File: config.mk
export PLATFORM = sky130hd
export DESIGN_NAME = mem_wb_stage_param
export DESIGN_NICKNAME = d
export VERILOG_FILES = /design/src/rtl/mem_wb_stage_param.sv
export SDC_FILE = /design/constraint.sdc
export NUM_CORES = 1
export LEC_CHECK = 0
export ABC_AREA = 0
export BUFFER_PORTS_ARGS = -buffer_cell sky130_fd_sc_hd__buf_2
export CORE_MARGIN = 2
export CORE_UTILIZATION = 54
export CTS_BUF_LIST = sky130_fd_sc_hd__clkbuf_4
export CTS_CLUSTER_SIZE = 28
export DETAILED_ROUTE_END_ITERATION = 7
export MAX_ROUTING_LAYER = met4
export PLACE_DENSITY = 0.88
export SKIP_CTS_REPAIR_TIMING = 1
export SKIP_LAST_GASP = 1
export SLEW_MARGIN = 20
export SYNTH_ARGS = -nofsm -noshare
export SYNTH_HDL_FRONTEND = slang
export SYNTH_SLANG_ARGS = --single-unit
File: constraint.sdc
create_clock -name clk_MemWB -period 3.59 [get_ports clk_MemWB]
set_input_delay 0.1795 -clock clk_MemWB [delete_from_list [all_inputs] [get_ports clk_MemWB]]
set_output_delay 0.1795 -clock clk_MemWB [all_outputs]
set_load 0.1 [all_outputs]
File: src/rtl/mem_wb_stage_param.sv
// rtl/mem_wb_stage_param.sv - MEM/WB stage register with load alignment, writeback select and retire counter
// State captures on the falling clock edge; reset is asynchronous active-low.
module mem_wb_stage_param #(
  parameter int XLEN    = 32,
  parameter int RADDR_W = 5,
  parameter int CNT_W   = 32
) (
  input  logic               clk_MemWB,
  input  logic               rst_n_MemWB,
  input  logic               en_MemWB,
  input  logic               flush_MemWB,
  input  logic               valid_in_MemWB,
  input  logic [XLEN-1:0]    PC4_in_MemWB,
  input  logic [RADDR_W-1:0] Rd_addr_in_MemWB,
  input  logic [XLEN-1:0]    ALU_in_MemWB,
  input  logic [31:0]        Dmem_data_in_MemWB,
  input  logic [2:0]         funct3_in_MemWB,
  input  logic [1:0]         addr_lo_in_MemWB,
  input  logic [1:0]         MemtoReg_in_MemWB,
  input  logic               RegWrite_in_MemWB,
  output logic               valid_out_MemWB,
  output logic [RADDR_W-1:0] Rd_addr_out_MemWB,
  output logic               RegWrite_out_MemWB,
  output logic [XLEN-1:0]    WB_data_out_MemWB,
  output logic [XLEN-1:0]    PC4_out_MemWB,
  output logic [CNT_W-1:0]   retired_cnt_MemWB
);

  localparam logic [2:0] F3_LB  = 3'b000;
  localparam logic [2:0] F3_LH  = 3'b001;
  localparam logic [2:0] F3_LBU = 3'b100;
  localparam logic [2:0] F3_LHU = 3'b101;

  localparam logic [1:0] WB_ALU  = 2'b00;
  localparam logic [1:0] WB_LOAD = 2'b01;
  localparam logic [1:0] WB_PC4  = 2'b10;

  logic [7:0]      byte_lane;
  logic [15:0]     half_lane;
  logic [XLEN-1:0] load_val;
  logic [XLEN-1:0] wb_next;
  logic            regwrite_next;

  always_comb begin
    byte_lane = Dmem_data_in_MemWB[7:0];
    case (addr_lo_in_MemWB)
      2'd0: byte_lane = Dmem_data_in_MemWB[7:0];
      2'd1: byte_lane = Dmem_data_in_MemWB[15:8];
      2'd2: byte_lane = Dmem_data_in_MemWB[23:16];
      2'd3: byte_lane = Dmem_data_in_MemWB[31:24];
      default: byte_lane = Dmem_data_in_MemWB[7:0];
    endcase
  end

  // Halfword lane ignores addr_lo[0]; misaligned halfwords are not trapped here.
  always_comb begin
    half_lane = addr_lo_in_MemWB[1] ? Dmem_data_in_MemWB[31:16] : Dmem_data_in_MemWB[15:0];
  end

  always_comb begin
    load_val = XLEN'($signed(Dmem_data_in_MemWB));
    case (funct3_in_MemWB)
      F3_LB:   load_val = XLEN'($signed(byte_lane));
      F3_LBU:  load_val = XLEN'(byte_lane);
      F3_LH:   load_val = XLEN'($signed(half_lane));
      F3_LHU:  load_val = XLEN'(half_lane);
      default: load_val = XLEN'($signed(Dmem_data_in_MemWB));
    endcase
  end

  always_comb begin
    wb_next = '0;
    case (MemtoReg_in_MemWB)
      WB_ALU:  wb_next = ALU_in_MemWB;
      WB_LOAD: wb_next = load_val;
      WB_PC4:  wb_next = PC4_in_MemWB;
      default: wb_next = '0;
    endcase
  end

  // x0 is hardwired, so a write to it is suppressed here rather than in the register file.
  always_comb begin
    regwrite_next = RegWrite_in_MemWB & valid_in_MemWB & (|Rd_addr_in_MemWB);
  end

  always_ff @(negedge clk_MemWB or negedge rst_n_MemWB) begin
    if (!rst_n_MemWB) begin
      valid_out_MemWB    <= 1'b0;
      Rd_addr_out_MemWB  <= '0;
      RegWrite_out_MemWB <= 1'b0;
      WB_data_out_MemWB  <= '0;
      PC4_out_MemWB      <= '0;
      retired_cnt_MemWB  <= '0;
    end else if (flush_MemWB) begin
      valid_out_MemWB    <= 1'b0;
      Rd_addr_out_MemWB  <= '0;
      RegWrite_out_MemWB <= 1'b0;
      WB_data_out_MemWB  <= '0;
      PC4_out_MemWB      <= '0;
    end else if (en_MemWB) begin
      valid_out_MemWB    <= valid_in_MemWB;
      Rd_addr_out_MemWB  <= Rd_addr_in_MemWB;
      RegWrite_out_MemWB <= regwrite_next;
      WB_data_out_MemWB  <= wb_next;
      PC4_out_MemWB      <= PC4_in_MemWB;
      if (valid_in_MemWB) begin
        retired_cnt_MemWB <= retired_cnt_MemWB + CNT_W'(1);
      end
    end
  end

endmodule

# Word level (Yosys, flattened, before mapping)
# Index checks and enable logic that the tools add are counted.
# Widths: inputs -> output; s select.
# word_totals
inputBits	114
mem_bits_ro	0
reg_bits	103
latchBits	0
ram_bits	0
n_memories	0
# classes
order_cmp	0
n_addsub	1
eq_ne	8
mux	14
multipliers	0
shifts	0
n_div	0
bitwise_logic	3
reduce_logical	6
# op_table
cell	count
$mux 32	4
$pmux 32 s4	1
$pmux 32 s3	1
$add 32x1->32 const B	1
$pmux 8 s4	1
$mux 16	1
$mux 5	2
$eq 2x2->1 const B	3
$eq 3x3->1 const B	2
$reduce_or 5->1	1
$eq 2x1->1 const B	2
$logic_not 2->1	2
$mux 1	4
$eq 3x1->1 const B	1
$logic_not 3->1	1
$reduce_and 3->1	1
$and 1x1->1	2
$reduce_bool 2->1	1
$not 1->1	1

# Depth between registers and ports, before layout
# logic_depth
word_depth	6
mapped_depth	7
ltp_nobuf	6

==> qor.csv <==
stage,metric,value,unit
critical_path,r2r_start,retired_cnt_MemWB[0]$_DFFE_NN0P_,
critical_path,critPathRequiredTime,3.41,ns
clocking,cts_tree,built,
die,num_io_pins,217,
critical_path,r2r_cells,6,
drt,drc,0,
power_and_ir_drop,pwr-share-clk,0.224,
power_and_ir_drop,peakVddDrop,0.214,mV
hold_path,hp-start,WB_data_out_MemWB[10]$_DFFE_NN0P_,
yosys,yosysTopAreaCell,dfrtn_1,
power_and_ir_drop,p_switching,0.00131,W
yosys,syn_area,5280,um^2
timing,finalWorstSetupSlack,0.152,ns
die,rows,36,
hold_path,min_path_type,reg2reg,
clocking,cts_buffer_depth,2,
global_routing,grt_start_max_net_pins,52,
global_routing,grt_pass1_vias,4791,
finish,nNetsFinal,831,
critical_path,cp_max_fo,5,
placement,io_buffer_count,216,
critical_path,critPathKind,reg2out,
flow_run,cap_violations,0,
critical_path,reg2reg_to,retired_cnt_MemWB[16]$_DFFE_NN0P_,
drt,viasPerCell,5.66,
global_routing,grt_pass1_wl,23.7,mm
drt,dr.max_layer_used,met4,
yosys,synthesis.nets,621,
critical_path,start_kind,flop,
timing,finalSetupTns,0,ns
yosys,synth_cell_type_count,42,
drt,drtAntennaViolNets,0,
hold_path,hold_end,WB_data_out_MemWB[10]$_DFFE_NN0P_,
timing,hold_slack,0.435,ns
timing,slew_violations,0,
outcome,status,finished clean,
critical_path,cp_slowest_cell,dfrtn_1,
power_and_ir_drop,power.internal,0.00176,W
critical_path,crit_path_end_kind,output pin,
timing,fin_skew,0.0107,ns
power_and_ir_drop,p_seq_frac,0.432,
finish,area_delta_synth_final,26.6,%
clocking,clkTransAtPathRegs,0.10,ns
global_routing,grt_usage,0.302,
global_routing,grt-ovfl-total,0,
global_routing,antenna_found_initial,0,
yosys,ys_warn_count,0,
timing,rsz0062_at_grt,no,
drt,wl_met2,7.56,mm
die,initial_utilization,0.548,
critical_path,critPathBufInv,1,
drt,wl,15.5,mm
timing,final_hold_viol_count,0,
die,die_h,103,um
finish,seqCellArea,2580,um^2
yosys,avgSynthCellArea,10.4,um^2
timing,worst_slew_pin_slew,0.954,ns
placement,pre_cts_ws,0.0162,ns
placement,gp_congestion,0.992,
die,floorplan.die_area,10600,um^2
critical_path,cp_cell_sequence,buf_2,
yosys,ys_ff_latch,103,
power_and_ir_drop,switching_share,0.428,
die,die_w,103,um
finish,layout-drive-gt1-share,0.368,
yosys,yosysSeqAreaShare,0.488,
hold_path,hold_depth,2,
drt,wl_met1,6.17,mm
yosys,synth_top_area_frac,0.488,
drt,dr_total_vias,4834,
clocking,htreeDepth,3,
drt,dr.pass1.iters,5,
yosys,synth_cells,506,
critical_path,path_delay_family,flip-flops,
placement,hpwl,12.0,mm
power_and_ir_drop,p_comb_frac,0.344,
critical_path,rrSetupSlack,1.75,ns
finish,fill_cells,742,
clocking,cts_sinks,103,
finish,multi_input_area,2510,um^2
critical_path,cp_slowest_stage_delay,0.57,ns
finish,diodes,0,
drt,dr.first_iter.drc_count,229,
clocking,cts_buffers,9,
die,core,9640,um^2
yosys,synthTopCellsByArea,"dfrtn_1, mux2i_1, o221ai_1",
timing,setup_viol,0,
clocking,worstSkewPairLatency,0.41,ns
power_and_ir_drop,p_leak,3.63,nW
drt,wl_met3,1.18,mm
drt,wl_per_cell,18.1,um
critical_path,worstPathArrival,3.26,ns
clocking,clockRootBuffer,clkbuf_4,
power_and_ir_drop,finalPower,0.00307,W
power_and_ir_drop,pwr_density_cell,459,nW/um^2
timing,maxSlewHeadroom,0.362,
cells in the mapped netlist, drive strengths merged:
master	instances
dfrtn	103
clkbuf	19
o221ai	29
nand4b	1
o211ai	9
nand4	8
nor3	6
or3	1
nor2	59
nor4	2
mux2i	78
and3	2
mux4	1
nand2b	4
nand2	58
buf	14
a21oi	24
nor2b	2
inv	10
and3b	1
xnor2	21
mux2	2
xor2	10
a221o	1
o22ai	8
a31oi	2
nand3	10
nor3b	6
o21ai	11
and4b	1
ha	1
and4	2
state kept, by name, indices dropped and copies added (netlist names):
signal              cells
Rd_addr_out_MemWB       5
PC4_out_MemWB          32
RegWrite_out_MemWB      1
valid_out_MemWB         1
WB_data_out_MemWB      32
retired_cnt_MemWB      32
stage by stage:
stage	instances	util	cell area [um^2]
2_1_floorplan	506	-	5280
3_3_place_gp	838	0.677	6520
3_5_place_dp	838	0.677	6520
4_1_cts	854	0.694	6690
5_1_grt	854	0.694	6690
6_report	854	0.694	6690
metal layers:
| metal | vias to the layer above | GRT usage |
|---|---|---|
| li1 | 2238 | - |
| met1 | 2280 | 0.371 |
| met2 | 269 | 0.492 |
| met3 | 47 | 0.0488 |
| met4 | 0 | 0.144 |
| met5 | - | - |
layout by cell type, fill, tap and decap left out, types with 3 or more instances in the layout:
cell type	count
clkbuf_4	9
o211ai_1	9
nor3b_1	6
o221ai_1	29
xnor2_1	21
mux2i_1	78
o22ai_1	8
buf_4	15
nand3_1	10
a21oi_1	24
nor2_1	57
nand4_2	5
nand2_1	57
dfrtn_1	103
inv_1	10
buf_2	215
nand2b_1	4
o21ai_0	9
nor3_1	3
xor2_1	10
nand4_1	3
final cells by class:
class	instances	area share
well taps	133	0.0249
multi-input cells	360	0.376
repair buffers	232	0.184
flip-flops and latches	103	0.386
inverters	10	0.00561
clock buffers	9	0.0101
clock inverters	7	0.0140
power by group through the flow:
stage	clock network (W)	logic [W]	registers, W
after global routing	0.000736	0.00110	0.00134
after CTS	0.000698	0.00106	0.00133
after floorplan	0	0.000228	0.00190
final	0.000687	0.00106	0.00133
after global placement	0	0.00104	0.00134
after detailed placement	0	0.00106	0.00134
cell families after synthesis:
kind of cell / Yosys count / synth area share
DFF: 103 / 0.488
muxes: 81 / 0.156
AOI/OAI and AO/OA: 84 / 0.108
xor gates and xnor gates: 31 / 0.0514
buffers and inverters: 43 / 0.0360
adders and majority gates: 1 / 0.00237
and+or+nand+nor: 163 / 0.158
how the worst max path moves through the flow:
stage / from / to / cells after the start
after floorplan: flush_MemWB / retired_cnt_MemWB[16]$_DFFE_NN0P_ / 6
after global placement: en_MemWB / WB_data_out_MemWB[29]$_DFFE_NN0P_ / 5
after detailed placement: en_MemWB / WB_data_out_MemWB[16]$_DFFE_NN0P_ / 5
after CTS: retired_cnt_MemWB[22]$_DFFE_NN0P_ / retired_cnt_MemWB[22] / 1
after global routing: retired_cnt_MemWB[13]$_DFFE_NN0P_ / retired_cnt_MemWB[13] / 1
final: retired_cnt_MemWB[22]$_DFFE_NN0P_ / retired_cnt_MemWB[22] / 1
Power figures use the tool's default switching activity.
